--- src/rtl/fetch_unit.sv ---
// Instruction fetch stage: owns the program counter, addresses the ROM and
// registers the returned word into an instruction register that is offered
// to decode through a valid/ready handshake. Supports start, backpressure,
// branch redirect with flush, and a halt opcode that freezes fetch.
module fetch_unit #(
  parameter int          ADDR_W  = 4,
  parameter int          DATA_W  = 32,
  parameter logic [5:0]  HALT_OP = 6'b111111
) (
  input  logic              clk,
  input  logic              rst_n,
  input  logic              start,
  output logic [ADDR_W-1:0] addr_ROM,
  input  logic [DATA_W-1:0] d_ROM,
  input  logic              branch_en,
  input  logic [ADDR_W-1:0] branch_addr,
  output logic [DATA_W-1:0] instr,
  output logic [ADDR_W-1:0] pc_instr,
  output logic              instr_valid,
  input  logic              instr_ready,
  output logic              halted
);

  typedef enum logic [1:0] {
    IDLE = 2'd0,
    RUN  = 2'd1,
    HALT = 2'd2
  } state_t;

  state_t            state_reg,    state_next;
  logic [ADDR_W-1:0] pc_reg,       pc_next;
  logic [DATA_W-1:0] instr_reg,    instr_next;
  logic [ADDR_W-1:0] pc_instr_reg, pc_instr_next;
  logic              valid_reg,    valid_next;

  logic              is_halt_word;
  logic              slot_free;

  // The opcode field always occupies the top six bits of the word.
  assign is_halt_word = (d_ROM[DATA_W-1 -: 6] == HALT_OP);
  // The instruction register can accept a new word when empty or being drained.
  assign slot_free    = !valid_reg || instr_ready;

  // Next-state logic: branch redirect outranks every per-state action.
  always_comb begin
    state_next    = state_reg;
    pc_next       = pc_reg;
    instr_next    = instr_reg;
    pc_instr_next = pc_instr_reg;
    valid_next    = valid_reg;

    if (branch_en && (state_reg != IDLE)) begin
      // Flush: the held word is discarded; instr/pc_instr keep stale contents.
      pc_next    = branch_addr;
      valid_next = 1'b0;
      state_next = RUN;
    end else begin
      unique case (state_reg)
        IDLE: begin
          if (start) begin
            state_next = RUN;
          end
        end
        RUN: begin
          if (slot_free) begin
            instr_next    = d_ROM;
            pc_instr_next = pc_reg;
            valid_next    = 1'b1;
            if (is_halt_word) begin
              // PC parks on the halt word so addr_ROM stays there.
              state_next = HALT;
            end else begin
              pc_next = pc_reg + ADDR_W'(1);
            end
          end
        end
        HALT: begin
          if (valid_reg && instr_ready) begin
            valid_next = 1'b0;
          end
        end
        default: begin
          state_next = IDLE;
        end
      endcase
    end
  end

  // State register with synchronous active-low reset.
  always_ff @(posedge clk) begin
    if (!rst_n) begin
      state_reg    <= IDLE;
      pc_reg       <= '0;
      instr_reg    <= '0;
      pc_instr_reg <= '0;
      valid_reg    <= 1'b0;
    end else begin
      state_reg    <= state_next;
      pc_reg       <= pc_next;
      instr_reg    <= instr_next;
      pc_instr_reg <= pc_instr_next;
      valid_reg    <= valid_next;
    end
  end

  assign addr_ROM    = pc_reg;
  assign instr       = instr_reg;
  assign pc_instr    = pc_instr_reg;
  assign instr_valid = valid_reg;
  assign halted      = (state_reg == HALT);

endmodule

--- config.mk ---
export PLATFORM = sky130hd
export DESIGN_NAME = fetch_unit
export DESIGN_NICKNAME = d
export VERILOG_FILES = /design/src/rtl/fetch_unit.sv
export SDC_FILE = /design/constraint.sdc
export NUM_CORES = 1
export LEC_CHECK = 0
export CAP_MARGIN = 20
export CORE_UTILIZATION = 39
export DETAILED_ROUTE_END_ITERATION = 10
export PLACE_DENSITY = 0.75
export REMOVE_ABC_BUFFERS = 1
export SLEW_MARGIN = 20
export SYNTH_ARGS = -nofsm -noshare
export SYNTH_HDL_FRONTEND = slang
export SYNTH_SLANG_ARGS = --single-unit
--- constraint.sdc ---
create_clock -name clk -period 2 [get_ports clk]
set_clock_uncertainty 0.05 [all_clocks]
set_input_delay 0.3 -clock clk [delete_from_list [all_inputs] [get_ports clk]]
set_output_delay 0.3 -clock clk [all_outputs]
set_load 0.005 [all_outputs]
==> results.yml <==
place:
  place.gp.congestion: 0.7570
  dp_hpwl_mm: 2.854
  preCtsSetupSlack_ps: 73.79
  io_buffers: 82
critical_path:
  endpoint_kind: "output port"
  critPathBufInv: 1
  cp-start-kind: "flop"
  slowest_delay_ps: 460
  crit_type: "flop to output port"
  worst_path_max_delay_cell: "dfxtp_1"
  r2r_setup_slack_ps: 530
  cp_cell_sequence: "and2b_1, clkdlybuf4s50_1"
  r2r-start: "instr_valid$_SDFFE_PP0P_"
  rr_endpoint: "instr[15]$_SDFFE_PN0P_"
  arrival_ps: 1400
  critPathMaxFanout: 8
  crit_family: "flip-flops"
  worstPathRequired_ps: 1650
  r2r_cells: 5
sta:
  whs_ps: 404.5
  relSlewSlack: 0.6114
  rsz0062_at_grt: "no"
  worstMarginPinSlew_ps: 579.0
  period_share: 0.8758
  setup_violations: 0
  final.setup.tns_ps: 0
  fmax_mhz: 570.9
  min_period_ps: 1752
  setup_slack_ps: 248.4
  drv_slew: 0
  hold_viol_final: 0
hold_path:
  worstHoldStart: "instr[27]$_SDFFE_PN0P_"
  hold_depth: 2
  hold_path.class: "flop to flop"
  hold-path-endpoint: "instr[27]$_SDFFE_PN0P_"
final_layout:
  layout-drive-gt1-share: 0.06597
  diodes: 0
  final_core_util: 0.6525
  area_delta_synth_final_pct: 58.62
  layout.nets: 330
  largest_reg_flops: 32
  num-fill-cells: 343
die:
  die_w_um: 67.42
  dieArea_um2: 4545
  ioPinCount: 83
  die_h_um: 67.42
  num_rows: 23
  core_um2: 4058
  start_util: 0.4113
route:
  first_iter_violations: 127
  viasPerCell: 4.840
  met2_length_mm: 1.835
  avgRoutedWirePerCell_um: 11.74
  antenna_left: 0
  m1WireLength_mm: 1.771
  drcViolationCount: 0
  top_layer_used: "met4"
  wl_met3_um: 335
  vias: 1636
  wl_mm: 3.968
  first_pass_iters: 4
yosys:
  yosysMostFrequentCell: "nand2_1"
  yosys-top-cells-count: "nand2_1 (74), dfxtp_1 (43), a21oi_1 (40), o21ai_0 (6)"
  synthArstFlopShare: 0
  synth_edf_count: 0
  ys_ff_latch: 43
  syn_inst: 203
  synth_top_cell_by_area: "dfxtp_1"
  yosysTopAreaCellShare: 0.5157
  synth_area_per_cell_um2: 8.222
  synth_warnings: 0
  seq_area_frac_synth: 0.5157
  synth.area.top_cells: "dfxtp_1 (52%), nand2_1 (17%), a21oi_1 (12%), buf_6 (2.7%), o21ai_0 (1.8%)"
  yosys_most_used_dff: "dfxtp_1"
  yosysUniqueCellTypes: 27
  syn-cell-area_um2: 1669
global_routing:
  grt_pass1_wl_mm: 6.417
  grt_max_degree: 40
  antenna_found_initial: 0
  grt_pass1_vias: 1508
  grt_overflow: 0
  grtUsageTotal: 0.1862
power:
  peakVddDrop_v: 0.0004675
  power_density_nw_per_um2: 684.3
  power_leakage_nw: 0.9348
clocking:
  cts-root-to-sink-buffers: 2
  cts.clk_slew.worst_paths_ps: 70
  cts_inserted_buffers: 5
  postCtsHoldBufs: 0
  htree_levels: 2
  cts.sinks: 43
  cts_tree: "done"
  cts_resized: 0
  cts_root_buf: "clkbuf_8"
  clk_latency_ps: 280
  cts_setup_buffers: 0
run:
  maxCapViolations: 0
outcome:
  status: "completed"
per-stage QoR:
step           total power, W  std cells  cell area (um^2)
2_1_floorplan        0.001071        192              1587
3_3_place_gp         0.001292        331              2560
3_5_place_dp         0.001295        331              2560
4_1_cts              0.001837        338              2648
5_1_grt              0.001914        338              2648
6_report             0.001812        338              2648
layer usage:
layer | GRT usage | vias to the layer above
li1 | - | 842
met1 | 0.2451 | 728
met2 | 0.2888 | 61
met3 | 0.05912 | 5
met4 | 0.05585 | 0
met5 | 0 | -
cell usage in the layout, fill, tap and decap left out:
cell             instances
ha_1                     1
or3_1                    3
a211o_1                  1
a31oi_1                  3
nand4_1                  1
o21ai_1                  1
nand3_1                  1
and2b_4                  1
o21ai_0                  6
nand2_1                 74
and2b_1                  1
nor3_1                   2
nor2_1                   2
dfxtp_1                 43
clkdlybuf4s50_1         82
clkbuf_8                 6
nand3b_1                 1
nand2b_2                 1
nor3_4                   1
mux2i_1                  1
nand2b_1                 3
clkinv_2                 1
buf_12                   3
xor2_1                   1
buf_4                    4
inv_1                    2
o211ai_4                 1
and2b_2                  1
a21oi_1                 40
worst reg2reg max path, stage by stage, from the launching register on:
cell and delay [ps]:
dfxtp_1 350, and2b_4 190, or3_1 400, buf_4 210, nand2_1 90, a21oi_1 70
cell families after synthesis:
| kind of cell | share of synthesized area |
|---|---|
| fa+ha+maj | 0.007495 |
| xor+xnor | 0.005248 |
| mux | 0.005997 |
| buf+inv | 0.05397 |
| flops | 0.5157 |
| compound gates | 0.1702 |
| simple gates | 0.2414 |
report_power, final:
group | total (W) | internal, W | switching (W)
sequential | 0.000937 | 0.000902 | 0.0000347
combinational | 0.000337 | 0.000207 | 0.000129
clock | 0.000538 | 0.000271 | 0.000268
total | 0.00181 | 0.00138 | 0.000432
how the worst max path moves through the flow:
stage                                         start                      to  slack (ps)  cells after the start
final                     state_reg[0]$_SDFFE_PN0P_                  halted         250                      2
after global routing      state_reg[0]$_SDFFE_PN0P_                  halted         170                      2
after CTS                 state_reg[0]$_SDFFE_PN0P_                  halted         220                      2
after detailed placement                instr_ready  instr[22]$_SDFFE_PN0P_          70                      6
after global placement                  instr_ready   instr[0]$_SDFFE_PN0P_         120                      6
after floorplan            instr_valid$_SDFFE_PP0P_   instr[0]$_SDFFE_PN0P_         370                      4
cell type report:
cell class | instances | area (um^2) | share of cell area
sequential | 43 | 860.8 | 0.3251
multi-input combinational | 147 | 718.2 | 0.2713
timing repair buffer | 89 | 910.9 | 0.3440
tap | 50 | 62.56 | 0.02363
clock inverter | 1 | 5.005 | 0.001890
inverter | 2 | 7.507 | 0.002836
clock buffer | 6 | 82.58 | 0.03119
(Power assumes the default switching activity.)
